File: src/rtl/axis_ptt_sequencer.sv
// Packet-aware push-to-talk sequencer for the TX AXI4-Stream path.
// The stream passes through combinationally; only the state that gates it is registered.
module axis_ptt_sequencer #(
  parameter int DATA_WIDTH   = 16,
  parameter int CNT_WIDTH    = 32,
  parameter int KEYUP_CYCLES = 1000,
  parameter int TAIL_CYCLES  = 500,
  parameter int TOT_CYCLES   = 0
) (
  input  logic                  aclk,
  input  logic                  aresetn,
  input  logic                  ptt_en,
  input  logic [DATA_WIDTH-1:0] s_axis_tdata,
  input  logic                  s_axis_tvalid,
  output logic                  s_axis_tready,
  input  logic                  s_axis_tlast,
  output logic [DATA_WIDTH-1:0] m_axis_tdata,
  output logic                  m_axis_tvalid,
  input  logic                  m_axis_tready,
  output logic                  m_axis_tlast,
  output logic                  rf_key,
  output logic                  tot_expired,
  output logic [2:0]            state_o
);

  typedef enum logic [2:0] {
    S_IDLE    = 3'd0,
    S_KEYUP   = 3'd1,
    S_PASS    = 3'd2,
    S_DRAIN   = 3'd3,
    S_TAIL    = 3'd4,
    S_LOCKOUT = 3'd5
  } state_t;

  localparam logic [CNT_WIDTH-1:0] KEYUP_LAST = CNT_WIDTH'(KEYUP_CYCLES - 1);
  localparam logic [CNT_WIDTH-1:0] TAIL_LEN   = CNT_WIDTH'(TAIL_CYCLES);
  localparam logic [CNT_WIDTH-1:0] TOT_LAST   = CNT_WIDTH'(TOT_CYCLES - 1);

  state_t               state;
  state_t               state_nxt;
  logic [CNT_WIDTH-1:0] cnt;
  logic                 in_pkt;
  logic                 open;
  logic                 xfer;
  logic                 pkt_open_nxt;
  logic                 tot_hit;
  logic                 tot_set;

  function automatic logic [CNT_WIDTH-1:0] sat_inc(input logic [CNT_WIDTH-1:0] v);
    return (&v) ? v : v + CNT_WIDTH'(1);
  endfunction

  // State register: FSM state, shared counter, registered rf_key and sticky flags
  always_ff @(posedge aclk or negedge aresetn) begin
    if (!aresetn) begin
      state       <= S_IDLE;
      cnt         <= '0;
      rf_key      <= 1'b0;
      tot_expired <= 1'b0;
      in_pkt      <= 1'b0;
    end else begin
      state  <= state_nxt;
      cnt    <= (state_nxt != state) ? '0 : sat_inc(cnt);
      rf_key <= state_nxt inside {S_KEYUP, S_PASS, S_DRAIN, S_TAIL};
      if (state_nxt == S_IDLE)
        tot_expired <= 1'b0;
      else if (tot_set)
        tot_expired <= 1'b1;
      if (xfer)
        in_pkt <= ~s_axis_tlast;
    end
  end

  // Next-state logic
  always_comb begin
    state_nxt    = state;
    tot_set      = 1'b0;
    tot_hit      = (TOT_CYCLES != 0) && (cnt == TOT_LAST);
    // Whether a packet is still open once this cycle's beat (if any) has moved;
    // a packet that starts in the release cycle is drained rather than cut.
    pkt_open_nxt = xfer ? ~s_axis_tlast : in_pkt;
    case (state)
      S_IDLE:    if (ptt_en) state_nxt = S_KEYUP;
      S_KEYUP: begin
        if (!ptt_en)
          state_nxt = S_TAIL;
        else if (cnt == KEYUP_LAST)
          state_nxt = S_PASS;
      end
      S_PASS: begin
        if (!ptt_en || tot_hit) begin
          tot_set   = tot_hit;
          state_nxt = pkt_open_nxt ? S_DRAIN : S_TAIL;
        end
      end
      S_DRAIN:   if (xfer && s_axis_tlast) state_nxt = S_TAIL;
      S_TAIL: begin
        if (ptt_en && !tot_expired)
          state_nxt = S_PASS;
        else if (cnt >= TAIL_LEN)
          state_nxt = tot_expired ? S_LOCKOUT : S_IDLE;
      end
      S_LOCKOUT: if (!ptt_en) state_nxt = S_IDLE;
      default:   state_nxt = S_IDLE;
    endcase
  end

  // Output logic: stream gating and zero-latency pass-through
  always_comb begin
    open          = (state == S_PASS) || (state == S_DRAIN);
    xfer          = s_axis_tvalid & m_axis_tready & open;
    m_axis_tvalid = open & s_axis_tvalid;
    s_axis_tready = open & m_axis_tready;
    m_axis_tdata  = s_axis_tdata;
    m_axis_tlast  = s_axis_tlast;
    state_o       = state;
  end

endmodule

File: config.mk
export PLATFORM = sky130hd
export DESIGN_NAME = axis_ptt_sequencer
export DESIGN_NICKNAME = d
export VERILOG_FILES = /design/src/rtl/axis_ptt_sequencer.sv
export SDC_FILE = /design/constraint.sdc
export NUM_CORES = 1
export LEC_CHECK = 0
export BUFFER_PORTS_ARGS = -buffer_cell sky130_fd_sc_hd__buf_4
export CORE_UTILIZATION = 35
export DETAILED_ROUTE_END_ITERATION = 10
export GPL_TIMING_DRIVEN = 0
export HOLD_SLACK_MARGIN = 0.05
export PLACE_DENSITY = 0.55
export SYNTH_ARGS = -nofsm -noshare
export SYNTH_HDL_FRONTEND = slang
export SYNTH_SLANG_ARGS = --single-unit
export TNS_END_PERCENT = 100
File: constraint.sdc
create_clock -name aclk -period 2.8 [get_ports aclk]
set_input_delay 0.28 -clock aclk [delete_from_list [all_inputs] [get_ports aclk]]
set_output_delay 0.28 -clock aclk [all_outputs]
set_load 0.03 [all_outputs]
==> impl_metrics.env <==
export IMPL_core_area_sq_um=6832
export IMPL_tightest_slew_ns=0.6150
export IMPL_netSwitchingPower_w=0.0007722
export IMPL_outcome="completed"
export IMPL_ys_warn_count=0
export IMPL_synth_cells=282
export IMPL_crit_chain="ha_1, nand3_1, or4_4, o41ai_2, nor3_1, xnor2_1, nor3_1"
export IMPL_critPathSlowestCell="o41ai_2"
export IMPL_cts_tree="done"
export IMPL_gp_congestion=0.8041
export IMPL_die_x_um=86.26
export IMPL_grt_overflow=0
export IMPL_rrSetupSlack_ns=0.23
export IMPL_worst_setup_path_end_kind="flop"
export IMPL_htreeDepth=2
export IMPL_grt_total_usage_pct=16.71
export IMPL_diodes=0
export IMPL_clkSinkCount=37
export IMPL_p_clk_share_pct=21.1
export IMPL_p_per_area_nw_per_um2=610.6
export IMPL_vias=2169
export IMPL_min_from="s_axis_tlast"
export IMPL_avgViaCountPerCell=5.189
export IMPL_report_final_setup_viol=0
export IMPL_rsz0062_at_grt="no"
export IMPL_start_util_pct=36.37
export IMPL_maxSlewViolCount=0
export IMPL_critical_path_max_stage_delay_ns=0.63
export IMPL_min_to="in_pkt$_DFF_PN0_"
export IMPL_synth_top_area_share_pct=37.26
export IMPL_cp_start_kind="flop"
export IMPL_clockBufferDepth=2
export IMPL_synth_ff_type="dfrtp_1"
export IMPL_yosys_register_bits=37
export IMPL_path_max_fanout=5
export IMPL_drive_gt1_share_pct=24.53
export IMPL_syn_nets=306
export IMPL_grt_first_pass_wirelength_um=9701
export IMPL_hold_depth=2
export IMPL_ys_types=46
export IMPL_grt_pass1_vias=2019
export IMPL_die_h_um=86.26
export IMPL_max_cap_viol_count=0
export IMPL_p_seq_share_pct=34.6
export IMPL_std_cell_rows=30
export IMPL_final_common_cell="buf_4"
export IMPL_synthArstFlopShare_pct=100.0
export IMPL_critPathKind="reg2reg"
export IMPL_r2r_start="cnt[0]$_DFFE_PN0P_"
export IMPL_peakVddDrop_mv=0.2660
export IMPL_worstSkewPairLatency_ns=0.29
export IMPL_drt_total_wl_um=5624
export IMPL_drc_errors=0
export IMPL_clock_skew_ns=0.007289
export IMPL_synth_edf_count=0
export IMPL_grt_max_degree=38
export IMPL_first_pass_iters=4
export IMPL_required_ns=3.01
export IMPL_r2r_end="cnt[11]$_DFFE_PN0P_"
export IMPL_ys_seq_area_share_pct=37.26
export IMPL_hp_class="in2reg"
export IMPL_finish_utilization_pct=42.97
export IMPL_synthTopCellsByArea="dfrtp_1 (37%), xnor2_1 (9.5%), nor3_1 (9.1%), buf_4 (5.4%), nand2_1 (3.6%)"
export IMPL_p_int_w=0.001020
export IMPL_nNetsFinal=345
export IMPL_power_share_combinational_pct=44.3
export IMPL_clk_pin_slew_ns=0.08
export IMPL_hpwl_um=4060
export IMPL_io_buffers=28
export IMPL_finalHoldViolCount=0
export IMPL_max_freq_mhz=389.6
export IMPL_dieArea_sq_um=7441
export IMPL_p_leak_nw=1.167
export IMPL_fin_crit_ns=2.567
export IMPL_cp_arrival_ns=2.78
export IMPL_ant_nets=0
export IMPL_wl_per_cell_um=13.45
export IMPL_crit_top_cell="nor3_1"
export IMPL_path_buf_inv=0
export IMPL_antenna_found_initial=0
export IMPL_slew_headroom_pct=58.55
export IMPL_layout_common_cells="buf_4 (49), nor3_1 (44), dfrtp_1 (37), xnor2_1 (27), nand2_1 (24)"
export IMPL_area_delta_synth_final_pct=18.13
export IMPL_fin_tns_setup_ns=0
export IMPL_avgSynthCellArea_sq_um=8.812
export IMPL_rr_worst_depth=7
export IMPL_synth_top_area_cell="dfrtp_1"
export IMPL_io_pins=46
export IMPL_cp_top_family="simple AND/OR/NAND/NOR gates"
export IMPL_clock_root_buffer="clkbuf_8"
export IMPL_post_route_period_util_pct=91.67
export IMPL_p_sw_share_pct=43.08
export IMPL_drt_initial_drc_count=70
export IMPL_netlist_area_sq_um=2485
export IMPL_tritoncts_num_buffers=5
==> cells by family after synthesis <==
group,share of synthesized area [%]
compound gates,6.747
xor+xnor,10.22
fa+ha+maj,1.007
buf+inv,9.668
flops,37.26
mux,0.8057
other cells,0.1509
simple gates,34.14
==> repair_timing <==
action | in CTS | in global routing
setup buffers | 0 | 3
hold endpoints to repair | 37 | 0
resized for setup | 0 | 1
hold buffers | 1 | 0
setup endpoints to repair | 0 | 12
==> per-layer routing <==
layer	track usage, %	vias to the layer above	wire, um
li1	-	1068	-
met1	22.34	1022	2656
met2	27.34	73	2636
met3	3.143	6	272
met4	5.303	0	58
met5	0	-	0
==> how the worst max path moves through the flow <==
stage	start	endpoint	slack, ns	depth (start not counted)
floorplan	state_o[2]$_DFF_PN0_	cnt[13]$_DFFE_PN0P_	0.49	8
global placement	cnt[0]$_DFFE_PN0P_	cnt[7]$_DFFE_PN0P_	0.15	8
detailed placement	cnt[1]$_DFFE_PN0P_	cnt[31]$_DFFE_PN0P_	0.16	8
CTS	cnt[0]$_DFFE_PN0P_	cnt[23]$_DFFE_PN0P_	0.12	8
global route	state_o[2]$_DFF_PN0_	cnt[5]$_DFFE_PN0P_	0.04	8
finish	cnt[0]$_DFFE_PN0P_	cnt[11]$_DFFE_PN0P_	0.23	7
==> state kept, by name, indices dropped and copies added, names as in the netlist <==
| signal | count |
|---|---|
| cnt | 32 |
| state_o | 3 |
| in_pkt | 1 |
| rf_key | 1 |
==> power groups by stage <==
| stage | registers [W] | clock network (W) | logic [W] |
|---|---|---|---|
| 2_1_floorplan | 0.000670 | 0 | 0.000535 |
| 3_3_place_gp | 0.000629 | 0 | 0.000807 |
| 3_5_place_dp | 0.000631 | 0 | 0.000807 |
| 4_1_cts | 0.000621 | 0.000383 | 0.000810 |
| 5_1_grt | 0.000629 | 0.000411 | 0.000893 |
| 6_report | 0.000620 | 0.000378 | 0.000795 |
==> cell usage after synthesis (2+ instances only) <==
cell,instances
clkbuf_1,5
xnor2_1,27
and4_1,2
nand3_1,10
nand4_1,8
nor3_1,45
buf_2,3
dfrtp_1,37
nor3_2,2
o21ai_0,11
a21oi_1,3
and3_1,5
buf_4,18
nor4_1,7
and2_1,2
or4_4,2
o22a_1,2
buf_6,3
mux2i_1,2
nand2_1,24
nor2_1,20
or4_1,4
xor2_1,2
and4b_1,2
inv_1,10
a311o_1,2
nor4_2,2
ha_1,2
nand3b_1,2
or2_2,2
==> stage by stage <==
step	total power, W	hold slack [ns]	cell area, sq um	cells	worst slack [ns]
final	0.001792	0.2767	2935	418	0.2333
after floorplan	0.001205	-0.01559	2485	282	0.4914
after detailed placement	0.001437	0.2848	2815	406	0.1638
after global placement	0.001436	0.2818	2815	406	0.1467
after CTS	0.001814	0.2761	2908	415	0.1169
after global routing	0.001933	0.2950	2935	418	0.03503
==> cell type report <==
cell class | count | area [sq um]
Fill cell | 675 | 3896
Multi-Input combinational cell | 206 | 1324
Sequential cell | 37 | 925.9
Timing Repair Buffer | 32 | 242.7
Buffer | 29 | 202.7
Tap cell | 96 | 120.1
Clock buffer | 6 | 72.57
Inverter | 10 | 37.54
Clock inverter | 2 | 10.01
(Power assumes the default switching activity.)
